**src/rtl/capture_ctrl.sv**
```systemverilog
// Run-control sequencer for the capture sample-packing cache: arms, configures,
// gates the cache through pre/post-trigger and counts packed words.
module capture_ctrl #(
    parameter int INPUT = 4,
    parameter int CNT_W = 16
) (
    input  logic             clk_i,
    input  logic             rst_i,
    input  logic             arm_i,
    input  logic             abort_i,
    input  logic [INPUT-1:0] grp_dis_i,
    input  logic [CNT_W-1:0] delay_i,
    input  logic             trg_i,
    input  logic             smpl_stb_i,
    input  logic             word_stb_i,
    output logic             cache_cfg_stb_o,
    output logic [INPUT-1:0] cache_cfg_o,
    output logic             cache_en_o,
    output logic             busy_o,
    output logic             done_o,
    output logic             err_o,
    output logic [CNT_W-1:0] words_o
);

    typedef enum logic [2:0] {
        S_IDLE,
        S_CFG,
        S_ARMED,
        S_POST,
        S_DONE
    } state_t;

    localparam logic [CNT_W-1:0] ONE = CNT_W'(1);

    state_t           r_state;
    logic [INPUT-1:0] r_mask;
    logic [CNT_W-1:0] r_delay;
    logic [CNT_W-1:0] r_dcnt;
    logic [CNT_W-1:0] r_words;
    logic             r_err;

    logic w_capturing;
    logic w_mask_bad;
    logic w_last_smpl;

    assign w_capturing = (r_state == S_ARMED) || (r_state == S_POST);
    assign w_mask_bad  = &grp_dis_i;
    // r_delay is never zero while in POST, so delay-1 cannot underflow here.
    assign w_last_smpl = smpl_stb_i && (r_dcnt == r_delay - ONE);

    // NOTE: all sequential state uses non-blocking assignments so every register
    // samples the pre-edge values, independent of statement order in this block.
    always_ff @(posedge clk_i or posedge rst_i) begin
        if (rst_i) begin
            r_state <= S_IDLE;
            r_mask  <= '0;
            r_delay <= '0;
            r_dcnt  <= '0;
            r_words <= '0;
            r_err   <= 1'b0;
        end else begin
            r_err <= 1'b0;
            // Word strobes belong to the state they arrive in, even on the exit cycle.
            if (w_capturing && word_stb_i && !(&r_words))
                r_words <= r_words + ONE;

            if (abort_i) begin
                r_state <= S_IDLE;
            end else begin
                case (r_state)
                    S_IDLE, S_DONE: begin
                        if (arm_i) begin
                            if (w_mask_bad) begin
                                r_err <= 1'b1;
                            end else begin
                                r_mask  <= grp_dis_i;
                                r_delay <= delay_i;
                                r_dcnt  <= '0;
                                r_words <= '0;
                                r_state <= S_CFG;
                            end
                        end
                    end
                    S_CFG: r_state <= S_ARMED;
                    S_ARMED: begin
                        if (trg_i) begin
                            r_dcnt  <= '0;
                            r_state <= (r_delay == '0) ? S_DONE : S_POST;
                        end
                    end
                    S_POST: begin
                        if (smpl_stb_i) begin
                            r_dcnt <= r_dcnt + ONE;
                            if (w_last_smpl)
                                r_state <= S_DONE;
                        end
                    end
                    default: r_state <= S_IDLE;
                endcase
            end
        end
    end

    assign cache_cfg_stb_o = (r_state == S_CFG);
    assign cache_cfg_o     = r_mask;
    assign cache_en_o      = w_capturing;
    assign busy_o          = (r_state == S_CFG) || w_capturing;
    assign done_o          = (r_state == S_DONE);
    assign err_o           = r_err;
    assign words_o         = r_words;

endmodule

```
**config.mk**
```make
export PLATFORM = sky130hd
export DESIGN_NAME = capture_ctrl
export DESIGN_NICKNAME = d
export VERILOG_FILES = /design/src/rtl/capture_ctrl.sv
export SDC_FILE = /design/constraint.sdc
export NUM_CORES = 1
export LEC_CHECK = 0
export ABC_AREA = 1
export CAP_MARGIN = 40
export CORE_ASPECT_RATIO = 0.7
export CORE_UTILIZATION = 55
export DETAILED_ROUTE_END_ITERATION = 16
export GPL_TIMING_DRIVEN = 0
export PLACE_DENSITY = 0.8
export SLEW_MARGIN = 20
export SYNTH_ARGS = -nofsm -noshare
export SYNTH_HDL_FRONTEND = slang
export SYNTH_SLANG_ARGS = --single-unit
export TNS_END_PERCENT = 20
```
**constraint.sdc**
```tcl
create_clock -name clk_i -period 2.45 [get_ports clk_i]
set_input_delay 0.49 -clock clk_i [delete_from_list [all_inputs] [get_ports clk_i]]
set_output_delay 0.49 -clock clk_i [all_outputs]
set_load 0.01 [all_outputs]
```
==> out/results.txt <==
Starting Density: 57.7%
Post-Route WL: 9390 um
P per Cell Area: 912 nW/um^2
Hold slack: 480 ps
Yosys Warn Count: 0
Post-synthesis cell type count: 37
Final instance area: 4360 um^2
Setup TNS: 0 ps
Maximum root-to-sink buffer count: 2
Final ANT Viol Nets: 0
Crit path launch: r_state[2]$_DFFE_PP0P_
Number of cell rows: 24
R2r startpoint: r_delay[0]$_DFFE_PP0P_
Final GP Congestion: 0.902
Worst-path fanout max: 4
PortBufs: 51
Critical Path Sink: busy_o
Ys flop type: dfrtp_1
HPWL after DPL: 7270 um
CORE AREA: 6310 um^2
Die area: 6950 um^2
Final setup margin: 145 ps
Cell with the most instances after synthesis: nand2_1
CTS Buf Count: 5
DP Area: 4250 um^2
Slew at the pin closest to its max-slew limit: 704 ps
Critical Path RT: 1960 ps
Max-Slew Margin vs Limit: 53.1%
Final core occ: 69.1%
Number of synthesized flops with an enable pin: 0
Number of global-route vias before repair: 3,290
Clk sinks: 56
Post-CTS Setup Repair Bufs: 0
Outcome: completed
Post-Synthesis Cell Area: 3640 um^2
Synth Net Count: 542
Hold Fails Final Rpt: 0
Worst Reg-to-Reg Cells: 15
Overall power: 3.97 mW
Via/cell ratio: 5.46
Leakage dissipation: 2.03 nW
Largest net degree at the start of global routing: 57
DR iter-0 viols: 332
Layout cells sized above 1: 8.95%
Htree depth: 2
Top post-synthesis cells by count: 155 x nand2_1, 70 x nor2_1, 56 x dfrtp_1, 52 x inv_1, 34 x nand3_1
Io pins: 52
Inst Count DP: 640
Terminus of the critical flop-to-flop path: r_state[2]$_DFFE_PP0P_
Period utilisation layout: 94.1%
First-pass GRT wire length: 15,900 um
CTS clk-pin slew, worst paths: 100 ps
Gate Count Post-Synth: 511
HP Class: reg -> reg
Wire per inst: 14.5 um
Remaining DRCs: 0
Type of origin of the critical path: register
Setup slack, reg-to-reg: 220 ps
Detailed Routing Iterations Pass 1: 5
Max_cap viols: 0
Top-area cell type share of the netlist area: 38.5%
Initial antenna violation count: 0
Leading area contributor after synthesis: dfrtp_1
Placement Setup Slack: -56.2 ps
CTS tree: done
Clk Latency, worst-skew pair: 310 ps
Async S/R FF share, synth: 100%
Sequential area share after synthesis: 38.5%
Synthesized flop and latch total: 56
Die H: 70.1 um
All-Layer GR Usage: 28.9%
Post-CTS Hold Fix Bufs: 0
Worst vdd ir: 0.000657 V
Grt ovf: 0
Final setup fails: 0
NumNets Final: 600
Fmax: 434 MHz
RSZ-0062 raised after global routing: no
Final min period: 2300 ps
Overall die width: 99.2 um
Non-filler cells, final: 648
Clock skew: 6.02 ps
Area contributors post-synth: dfrtp_1 39%, nand2_1 16%, nor2_1 7.2%, inv_1 5.4%, nand3_1 4.7%
Syn avg cell area: 7.12 um^2
Cts repair resizes: 0
Crit Path Class: reg -> out
Vias: 3,537
Synth-to-Final Area Change: 19.7%
Antenna Cells: 0
Setup crit end kind: primary output
CTS Root Buffer Type: clkbuf_8
Pins Over Slew Limit: 0
Crit path DAT: 1810 ps
==> worst max-delay path: stages, from the launching register on <==
cell and delay [ps]:
dfrtp_1 460, nor3_1 320, inv_1 100, nand2_1 90, clkdlybuf4s50_1 530
==> final cells by class <==
class / count / area, um^2
flip-flops and latches: 56 / 1400
fillers: 543 / 1950
inverters: 59 / 226
clock inverters: 2 / 35.0
repair buffers: 51 / 510
multi-input cells: 389 / 1970
plain buffers: 7 / 40.0
well taps: 78 / 97.6
clock buffers: 6 / 72.6
==> metal layers <==
layer  wire (um)  global-route usage [%]  up-vias
met5           0                       0        -
met4          84                    4.58        0
met3         739                    5.11       10
met2        3820                    39.9      147
met1        4750                    47.2     1620
li1            -                       -     1760
==> registers in the layout (all words and copies together), names as in the netlist <==
register     count
r_dcnt          16
r_delay         16
words_o         16
cache_cfg_o      4
r_state          3
err_o            1
==> worst min-delay path by stage <==
stage	startpoint	endpoint	slack, ps	depth (start not counted)
floorplan	r_delay[15]$_DFFE_PP0P_	r_delay[15]$_DFFE_PP0P_	480	2
global placement	cache_cfg_o[3]$_DFFE_PP0P_	cache_cfg_o[3]$_DFFE_PP0P_	460	2
detailed placement	cache_cfg_o[1]$_DFFE_PP0P_	cache_cfg_o[1]$_DFFE_PP0P_	460	2
CTS	cache_cfg_o[1]$_DFFE_PP0P_	cache_cfg_o[1]$_DFFE_PP0P_	490	2
global route	cache_cfg_o[1]$_DFFE_PP0P_	cache_cfg_o[1]$_DFFE_PP0P_	520	2
finish	cache_cfg_o[1]$_DFFE_PP0P_	cache_cfg_o[1]$_DFFE_PP0P_	480	2
==> cells by family after synthesis <==
logic type	after synthesis	share of synthesized area [%]
AO/OA/AOI/OAI	52	8.70
flip-flops	56	38.5
multiplexers	1	0.309
XOR/XNOR	23	5.53
buffers and inverters	66	7.25
adder cells (fa/ha/maj)	4	1.38
AND/OR/NAND/NOR	309	38.3
==> report_power, final <==
group	total [mW]	switching, mW	internal, mW	leakage, nW
Sequential	1.38	0.243	1.14	0.743
Clock	0.615	0.311	0.304	0.0552
Combinational	1.98	1.24	0.733	1.23
==> cells in the final DEF (no fill, tap or decap), types with 11 or more instances in the layout <==
cell,instances
dfrtp_1,56
nor2_1,70
a21oi_1,12
inv_1,51
nand2_1,155
nand3_1,34
nand4_1,11
xor2_1,16
o21ai_0,20
clkdlybuf4s50_1,51
(Power assumes the default switching activity.)
